`src/rtl/ctu_tsr_sar_ctl.sv`:
```
`default_nettype none
// ============================================================================
// Module      : ctu_tsr_sar_ctl
// Description : Successive-approximation controller for the on-die
//               temperature sensor. Drives trial DAC codes to the sensor,
//               reads back the synchronised comparator, resolves a DAC_W-bit
//               temperature code and raises a sticky over-temp alarm.
// Revision    : 1.0 - initial release
// ============================================================================
module ctu_tsr_sar_ctl #(
   parameter int DAC_W      = 8,
   parameter int SETTLE_CYC = 16
) (
   input  logic             clk,
   input  logic             rst,
   input  logic             start,
   input  logic             tsr_cmp,
   input  logic [DAC_W-1:0] thresh,
   input  logic             alarm_clr,
   output logic [DAC_W-1:0] tsr_dac_code,
   output logic             busy,
   output logic             done,
   output logic [DAC_W-1:0] result,
   output logic             over_temp
);

   localparam int CNT_W = (SETTLE_CYC > 2) ? $clog2(SETTLE_CYC) : 1;
   localparam int IDX_W = (DAC_W > 1) ? $clog2(DAC_W) : 1;

   localparam logic [CNT_W-1:0] CNT_RELOAD = CNT_W'(SETTLE_CYC - 1);
   localparam logic [IDX_W-1:0] IDX_MSB    = IDX_W'(DAC_W - 1);
   localparam logic [DAC_W-1:0] CODE_ONE   = DAC_W'(1);

   localparam logic [1:0] S_IDLE   = 2'd0;
   localparam logic [1:0] S_SETTLE = 2'd1;
   localparam logic [1:0] S_SAMPLE = 2'd2;
   localparam logic [1:0] S_DONE   = 2'd3;

   logic [1:0]       state;
   logic [1:0]       state_nxt;
   logic [CNT_W-1:0] cnt;
   logic [IDX_W-1:0] bit_idx;
   logic             cmp_meta;
   logic             cmp_s;
   logic [DAC_W-1:0] trial_bit;
   logic [DAC_W-1:0] code_kept;
   logic             last_sample;
   logic             set_alarm;

   // Current trial bit, and the code once the comparator verdict is applied
   assign trial_bit   = CODE_ONE << bit_idx;
   assign code_kept   = cmp_s ? tsr_dac_code : (tsr_dac_code & ~trial_bit);
   assign last_sample = (state == S_SAMPLE) && (bit_idx == '0);
   assign set_alarm   = last_sample && (code_kept >= thresh);

   // Two-flop synchroniser for the asynchronous pad comparator
   always_ff @(posedge clk or posedge rst) begin
      if (rst) begin
         cmp_meta <= 1'b0;
         cmp_s    <= 1'b0;
      end else begin
         cmp_meta <= tsr_cmp;
         cmp_s    <= cmp_meta;
      end
   end

   // State register
   always_ff @(posedge clk or posedge rst) begin
      if (rst) begin
         state <= S_IDLE;
      end else begin
         state <= state_nxt;
      end
   end

   // Next-state logic
   always_comb begin
      state_nxt = state;
      case (state)
         S_IDLE:   if (start) state_nxt = S_SETTLE;
         S_SETTLE: if (cnt == '0) state_nxt = S_SAMPLE;
         S_SAMPLE: state_nxt = (bit_idx == '0) ? S_DONE : S_SETTLE;
         S_DONE:   state_nxt = S_IDLE;
         default:  state_nxt = S_IDLE;
      endcase
   end

   // Status outputs decoded from the state
   always_comb begin
      busy = (state != S_IDLE);
      done = (state == S_DONE);
   end

   // Conversion datapath: settle counter, bit index, trial code and result.
   // The result is loaded on the edge into DONE so it is valid alongside done.
   always_ff @(posedge clk or posedge rst) begin
      if (rst) begin
         cnt          <= '0;
         bit_idx      <= '0;
         tsr_dac_code <= '0;
         result       <= '0;
      end else begin
         case (state)
            S_IDLE: begin
               if (start) begin
                  cnt          <= CNT_RELOAD;
                  bit_idx      <= IDX_MSB;
                  tsr_dac_code <= CODE_ONE << IDX_MSB;
               end
            end
            S_SETTLE: begin
               if (cnt != '0) cnt <= cnt - CNT_W'(1);
            end
            S_SAMPLE: begin
               if (bit_idx != '0) begin
                  tsr_dac_code <= code_kept | (trial_bit >> 1);
                  bit_idx      <= bit_idx - IDX_W'(1);
                  cnt          <= CNT_RELOAD;
               end else begin
                  tsr_dac_code <= code_kept;
                  result       <= code_kept;
               end
            end
            default: ;
         endcase
      end
   end

   // Sticky over-temp alarm; a new alarm takes priority over a clear
   always_ff @(posedge clk or posedge rst) begin
      if (rst) begin
         over_temp <= 1'b0;
      end else if (set_alarm) begin
         over_temp <= 1'b1;
      end else if (alarm_clr) begin
         over_temp <= 1'b0;
      end
   end

endmodule
`default_nettype wire

```
`config.mk`:
```
export PLATFORM = sky130hd
export DESIGN_NAME = ctu_tsr_sar_ctl
export DESIGN_NICKNAME = d
export VERILOG_FILES = /design/src/rtl/ctu_tsr_sar_ctl.sv
export SDC_FILE = /design/constraint.sdc
export NUM_CORES = 1
export LEC_CHECK = 0
export ABC_CLOCK_PERIOD_IN_PS = 2100
export CAP_MARGIN = 40
export CORE_MARGIN = 1
export CORE_UTILIZATION = 46
export CTS_CLUSTER_SIZE = 40
export DETAILED_ROUTE_END_ITERATION = 10
export PLACE_DENSITY = 0.76
export SYNTH_ARGS = -nofsm -noshare
export SYNTH_HDL_FRONTEND = slang
export SYNTH_SLANG_ARGS = --single-unit
```
`constraint.sdc`:
```
create_clock -name clk -period 2.1 [get_ports clk]
set_clock_uncertainty 0.2 [all_clocks]
set_input_delay 0.21 -clock clk [delete_from_list [all_inputs] [get_ports clk]]
set_output_delay 0.21 -clock clk [all_outputs]
set_load 0.01 [all_outputs]
```
# ---- Word level (Yosys, flattened, before mapping)
# Cells that the tools add are included.
dict set report word_totals {
  regBits 28
  inputBits 13
  output_inout_bits 19
  elab_cells 56
}
dict set report classes {
  addsub 2
  n_lt_le_gt_ge 1
  n_eq_ne 7
  shifts 1
  n_mux 17
  bitwise 4
  reduce_logical 16
}
# cell count
set op_table {}
lappend op_table {{$mux 8} 3}
lappend op_table {{$pmux 8 s2} 1}
lappend op_table {{$mux 4} 3}
lappend op_table {{$pmux 4 s3} 1}
lappend op_table {{$and 8x8->8} 1}
lappend op_table {{$ge 8x8->1} 1}
lappend op_table {{$not 8->8} 1}
lappend op_table {{$or 8x7->8} 1}
lappend op_table {{$pmux 2 s4} 1}
lappend op_table {{$shl 1x3->8 const A} 1}
lappend op_table {{$mux 2} 3}
lappend op_table {{$mux 3} 2}
lappend op_table {{$ne 2x2->1 const B} 3}
lappend op_table {{$pmux 3 s2} 1}
lappend op_table {{$reduce_and 2->1} 3}
lappend op_table {{$reduce_bool 2->1} 3}
lappend op_table {{$reduce_bool 3->1} 2}
lappend op_table {{$eq 2x2->1 const B} 2}
lappend op_table {{$logic_not 4->1} 1}
lappend op_table {{$reduce_and 4->1} 1}
lappend op_table {{$reduce_bool 4->1} 1}
lappend op_table {{$sub 4x1->4 const B} 1}
lappend op_table {{$logic_not 3->1} 1}
lappend op_table {{$reduce_and 3->1} 1}
lappend op_table {{7 further kinds} 9}

# ---- Longest topological paths before layout
# Gate-level depths: netlist (run 1).
dict set report logic_depth {
  depth_word 7
  depth_mapped 9
}

# ---- Worst setup path before layout (run 1)
# Ideal clock, no wire load.
dict set report synth_path {
  path_kind {flip-flop to flip-flop}
  start {register bit_idx[0]}
  end {register over_temp}
  setup_ns 0.133
  arrival_time_ns 1.674
  path_slack_ns 0.092
  stages_incl_launch_ff 8
  n_path_buf 0
  synth_period_minus_slack_ns 2.008
  path_cell_list {dfrtp_1 > inv_1 > ha_1 > a21boi_0 > ha_1 > a211oi_1 > a211o_1 > a32oi_1}
}
dict set report synth_via {
  elab_chain_len 7
  elab_cells_between_ends 10
  cone_classes {order compare (1); shift (1); mux (2); bitwise (2); reduce/logical (4)}
}
# item line
set synth_lines {}
lappend synth_lines {{start, declared} 42} ;# logic [IDX_W-1:0] bit_idx;
lappend synth_lines {{start signal, assigned} 117} ;# bit_idx <= bit_idx - IDX_W'(1);
lappend synth_lines {{$shl 1x3->8 *} 51} ;# assign trial_bit = CODE_ONE << bit_idx;
lappend synth_lines {{$not 8->8 *} 52} ;# assign code_kept = cmp_s ? tsr_dac_code : (tsr_dac_code & ~trial_bit);
lappend synth_lines {{$and 8x8->8 *} 52}
lappend synth_lines {{$mux 8 *} 52}
lappend synth_lines {{named net code_kept[2]} 46} ;# logic [DAC_W-1:0] code_kept;
lappend synth_lines {{$ge 8x8->1 *} 54} ;# assign set_alarm = last_sample && (code_kept >= thresh);
lappend synth_lines {{$logic_and 1x1->1 *} 54}
lappend synth_lines {{$mux 1 or $reduce_bool 2->1 (tied branches)} --}
lappend synth_lines {{end signal, assigned} 132} ;# over_temp <= 1'b0;
lappend synth_lines {{end signal, assigned} 134} ;# over_temp <= 1'b1;
lappend synth_lines {{end signal, assigned} 136} ;# over_temp <= 1'b0;
lappend synth_lines {{end, declared} 24} ;# output logic over_temp
# The timed path passes the listed nets; every way through them passes the cells marked *.
# A chain may end at the register's enable or synchronous reset.

# ---- Worst setup path in the final report (run 1)
dict set report layout_path {
  start {register bit_idx[1]}
  end {register over_temp}
}
# The elaborated chain is that of the path after synthesis.

==> reports/qor.txt, run 1 <==
status - completed
Routed Antenna Nets - 0
Final Hold Viols - 0
Hold Path Class - input port to asynchronous set/reset pin
Placeable Area - 3153 sq um
Yosys cell types - 39
number of max-cap violations - 0
type of origin of the critical path - flip-flop
Post-synth ARST share - 100.0%
Slowest-stage cell, CP - dfrtp_2
area leader, netlist - dfrtp_1
DRC - 0
Reg area - 703.2 sq um
Setup Crit Path Kind - flip-flop to flip-flop
total power - 926.4 uW
Worst R2R Path Depth - 7
area of the multi-input gates - 872.1 sq um
clock latency on the worst-skew pair - 320 ps
Arr. time, crit path - 2070 ps
row count - 20
first-pass GRT wire length - 5.533 mm
placed cell count - 232
1st-iter DRT viols - 46
gr ovfl total - 0
final worst-path cycle share - 97.91%
Worst Setup End Kind - flip-flop
initial antenna violation count - 0
Sink Count - 28
number of global-route vias before repair - 1226
syn_nets - 179
Routed WL - 3.619 mm
Clk pin slew, worst setup/hold paths - 140 ps
Worst path depth - 7
die area - 3663 sq um
routed vias - 1295
Layout fillers - 245
Worst-Margin Slew - 370.2 ps
CTS tree - yes
peak supply drop - 0.4015 mV
top cells by area, synth - dfrtp_1 44%, ha_1 11%, mux2_2 5.0%, nand2_1 4.5%, o21ai_0 4.1%
Max H-tree Level - 1
Post-synth EDFFs - 0
sequential cell area fraction in the yosys report - 44.48%
final setup fails - 0
CP Cell Sequence - buf_4 -> ha_4 -> a21boi_2 -> ha_1 -> a211oi_1 -> a211o_1 -> a32oi_1
CP bufs+invs - 1
Final nets - 225
Max Fanout on Critical Path - 4
Chip Width - 60.52 microns
Post-Syn Area - 1575 sq um
Via-to-Cell Ratio - 5.396
Seq cells post-synth - 28
Synthesis Warnings - 0
largest stage delay on the critical path - 470 ps
wire length per cell - 15.08 microns
TritonCTS Buffers - 3
final total negative setup slack - 0 ps
GPL Wtd Cong - 0.8563
pwr/cell area - 436.3 nW/um^2
antenna cell count - 0
Buffers on Ports - 31
Max Fclk - 0.4863 GHz
DP HPWL - 2.638 mm
largest net degree at the start of global routing - 29
top_reg_cell synth - dfrtp_1
Syn Inst Count - 152
fraction of layout instances using a drive strength above 1 - 25.51%
leak pwr - 0.9816 nW
Slew Viols, Final - 0
top cells by count, synth - 28 x dfrtp_1, 19 x nand2_1, 16 x inv_1
initial core utilization - 49.96%
Clock Path Buffers - 2
share of the synthesized area in the top cell type - 44.48%
Avg Inst Size Synth - 10.36 sq um
dominant cell by count in the synthesized netlist - dfrtp_1
Worst EP required - 2110 ps
relative slew slack - 75.32%
Layout Cells excl Fill - 240
Die Ht - 60.52 microns
DR pass1 iterations - 4
# IOs - 32
Tmin final - 2056 ps
area grow syn2layout - 34.79%
Tot GR Track Use - 20.69%
CTS root buf - clkbuf_4
CP top delay family - compound AO/OA/AOI/OAI gates
-- flip-flops by register name (all words and copies together), names as in the netlist --
name and count:
result 8, tsr_dac_code 8, cnt 4, bit_idx 3, state 2, cmp_meta 1, cmp_s 1, over_temp 1
-- worst reg2reg max path: stages, from the launching register on --
cell,delay [ps]
dfrtp_2,470
buf_4,150
ha_4,170
a21boi_2,160
ha_1,270
a211oi_1,260
a211o_1,170
a32oi_1,90
-- cells in the final DEF, fill, tap and decap left out, types with 3 or more instances in the layout --
cell | synthesis | final
inv_1 | 16 | 14
a21o_1 | 3 | 3
dfrtp_1 | 28 | 26
o21ai_0 | 13 | 13
a21oi_1 | 10 | 9
buf_4 | 2 | 13
a21boi_2 | 3 | 3
nand2_1 | 19 | 19
mux2_2 | 7 | 7
clkdlybuf4s50_1 | 0 | 31
clkbuf_4 | 0 | 3
ha_1 | 14 | 9
nor2b_1 | 3 | 3
ha_4 | 0 | 5
-- final timing paths --
path	from	endpoint	slack, ps
worst max register to register	bit_idx[1]	over_temp	40
worst min register to register	cmp_meta	cmp_s	180
max in group asynchronous	rst	bit_idx[1]	1370
worst max-delay path	bit_idx[1]	over_temp	40
worst min-delay path	rst	result[5]	30
min in group clk	tsr_cmp	cmp_meta	110
-- layer usage --
metal / track usage (%) / part of all wire [%] / vias to the layer above
met5: 0 / 0 / -
met4: 6.169 / 1.7 / 0
met3: 3.412 / 3.8 / 7
met2: 39.25 / 55 / 42
met1: 23.68 / 40 / 643
li1: - / - / 603
-- where the power goes --
group | switching [mW] | internal, mW | total, mW
registers | 0.00872 | 0.549 | 0.558
logic | 0.0706 | 0.0799 | 0.151
clock network | 0.151 | 0.0672 | 0.218
total | 0.230 | 0.696 | 0.926
-- per-stage QoR --
step                utilization [%]  area (sq um)  hold slack (ps)  setup slack (ps)
finish                        67.34          2123            30.82             43.83
global route                  67.34          2123            44.39            -40.64
CTS                           64.17          2023            40.22            0.5820
detailed placement            62.62          1974            153.1            -113.2
global placement              62.62          1974            135.1             64.93
floorplan                         -          1575            41.43             92.31
-- cells by family after synthesis --
kind of cell / count (synthesis) / synth area share (%)
AOI/OAI and AO/OA: 42 / 18.27
and+or+nand+nor: 40 / 14.14
DFF: 28 / 44.48
buffers and inverters: 19 / 5.480
adders and majority gates: 14 / 11.12
muxes: 8 / 5.957
xor gates and xnor gates: 1 / 0.5561
-- layout make-up --
class	instances	area share, %
clock buffers	3	1.061
inverters	16	2.946
multi-input cells	105	41.07
flip-flops and latches	28	33.12
well taps	44	2.593
repair buffers	44	19.21
-- what timing repair did --
item,in CTS,in global routing
gates resized for setup,5,15
pin swaps,0,1
endpoints found under the setup margin,1,1
buffers inserted,2,3
hold buffers,0,0
Note: power is estimated with default switching activity, not from simulation.
==> inputs of run 2 (changes only) <==
CTS_BUF_LIST = sky130_fd_sc_hd__clkbuf_8 sky130_fd_sc_hd__clkbuf_16   (was default)
==> run 2 against run 1 <==
Effect of this change: register-to-register slack barely moved; die area unchanged; power increased by 7.2%; first-iteration DRC count grew 43%; worst hold slack improved by 58 ps; non-clock buffer count fell by 2; clock power up 33%; final cell count is 0.83% lower; fmax decreased by 0.44%; global-route usage increased by 0.33 points; largest cell class unchanged.
==> reports/qor.txt, run 2 (synthesis results as in run 1) <==
initial antenna violation count - 0
type of origin of the critical path - flip-flop
final setup fails - 0
DR pass1 iterations - 4
total power - 993.1 uW
Max Fanout on Critical Path - 4
Max H-tree Level - 1
row count - 20
Sink Count - 28
Layout Cells excl Fill - 238
wire length per cell - 15.30 microns
leak pwr - 0.9792 nW
final worst-path cycle share - 98.34%
Worst-Margin Slew - 360.0 ps
fraction of layout instances using a drive strength above 1 - 23.71%
Placeable Area - 3153 sq um
Buffers on Ports - 31
Setup Crit Path Kind - flip-flop to flip-flop
CP top delay family - compound AO/OA/AOI/OAI gates
CP Cell Sequence - inv_4 -> ha_4 -> a21boi_1 -> ha_1 -> a211oi_1 -> a211o_1 -> a32oi_1
gr ovfl total - 0
Clk pin slew, worst setup/hold paths - 90 ps
worst slack at placement - -113.2 ps
peak supply drop - 0.4035 mV
routed vias - 1288
Routed Antenna Nets - 0
Final nets - 223
1st-iter DRT viols - 66
most frequent cells in the layout - 31 x clkdlybuf4s50_1, 26 x dfrtp_1, 19 x nand2_1
Clock Path Buffers - 2
Via-to-Cell Ratio - 5.412
Tot GR Track Use - 21.03%
number of max-cap violations - 0
Tmin final - 2065 ps
CP bufs+invs - 1
die area - 3663 sq um
initial core utilization - 49.96%
first-pass GRT wire length - 5.582 mm
DP HPWL - 2.638 mm
hold_ws - 88.53 ps
relative slew slack - 76.00%
Largest regs - result x8, tsr_dac_code x8, cnt x4
CTS root buf - clkbuf_8
CTS tree - yes
placed cell count - 232
fin worst setup slack - 34.80 ps
GPL Wtd Cong - 0.8563
Die Ht - 60.52 microns
Hold Path Class - input port to asynchronous set/reset pin
area grow syn2layout - 34.79%
Slew Viols, Final - 0
pwr/cell area - 467.7 nW/um^2
Arr. time, crit path - 2020 ps
Final Hold Viols - 0
Worst Setup End Kind - flip-flop
# IOs - 32
largest stage delay on the critical path - 470 ps
Chip Width - 60.52 microns
number of global-route vias before repair - 1219
Routed WL - 3.641 mm
status - completed
clock latency on the worst-skew pair - 270 ps
Max Fclk - 0.4842 GHz
hold buffer count at cts - 0
TritonCTS Buffers - 3
Slowest-stage cell, CP - dfrtp_2
antenna cell count - 0
largest net degree at the start of global routing - 29
Worst EP required - 2050 ps
Worst R2R Setup Slack - 30 ps
DRC - 0
commonest non-fill, non-tap cell in the layout - clkdlybuf4s50_1
[run 2: final cells by class]
class	instances	area [sq um]
clock buffers	3	41.29
fillers	245	1030
inverters	16	65.06
multi-input cells	105	865.8
flip-flops and latches	28	703.2
well taps	44	55.05
repair buffers	42	392.9
[run 2: per-layer routing]
| metal | global-route usage (%) | part of all wire, % |
|---|---|---|
| met4 | 5.195 | 0.55 |
| met5 | 0 | 0 |
| met2 | 40.97 | 55 |
| met1 | 23.74 | 42 |
| met3 | 3.198 | 2.9 |
[run 2: path summary, 6_finish.rpt]
path                       startpoint    endpoint  cells after the start
setup / recovery           bit_idx[0]   over_temp                      7
min in group clk              tsr_cmp    cmp_meta                      1
hold / removal                    rst   result[5]                      3
hold reg to reg              cmp_meta       cmp_s                      0
max in group asynchronous         rst  bit_idx[0]                      3
setup reg to reg           bit_idx[0]   over_temp                      7
[run 2: repair_timing]
item | CTS | global route
setup buffers | 1 | 2
setup endpoints to repair | 1 | 1
resized for setup | 5 | 14
gates cloned | 0 | 0
[run 2: tightest hold or removal path, stage by stage]
cell and delay (ps):
clkdlybuf4s50_1 390, inv_1 50, buf_4 320
[run 2: power by group]
group / total, mW / switching, mW / internal (mW)
clock network: 0.290 / 0.161 / 0.129
registers: 0.558 / 0.00976 / 0.549
logic: 0.145 / 0.0678 / 0.0770
total: 0.993 / 0.239 / 0.754
[run 2: metrics by stage]
stage | area, sq um | util [%] | TNS, ps
floorplan | 1575 | - | 0
global placement | 1974 | 62.62 | 0
detailed placement | 1974 | 62.62 | -113.2
CTS | 2034 | 64.52 | 0
global route | 2123 | 67.34 | -33.25
finish | 2123 | 67.34 | 0
==> inputs of run 3 (changes only) <==
CTS_BUF_LIST = default   (was sky130_fd_sc_hd__clkbuf_8 sky130_fd_sc_hd__clkbuf_16)
==> results of run 3 <==
Final layout, timing and power as in run 1 (identical DEF).
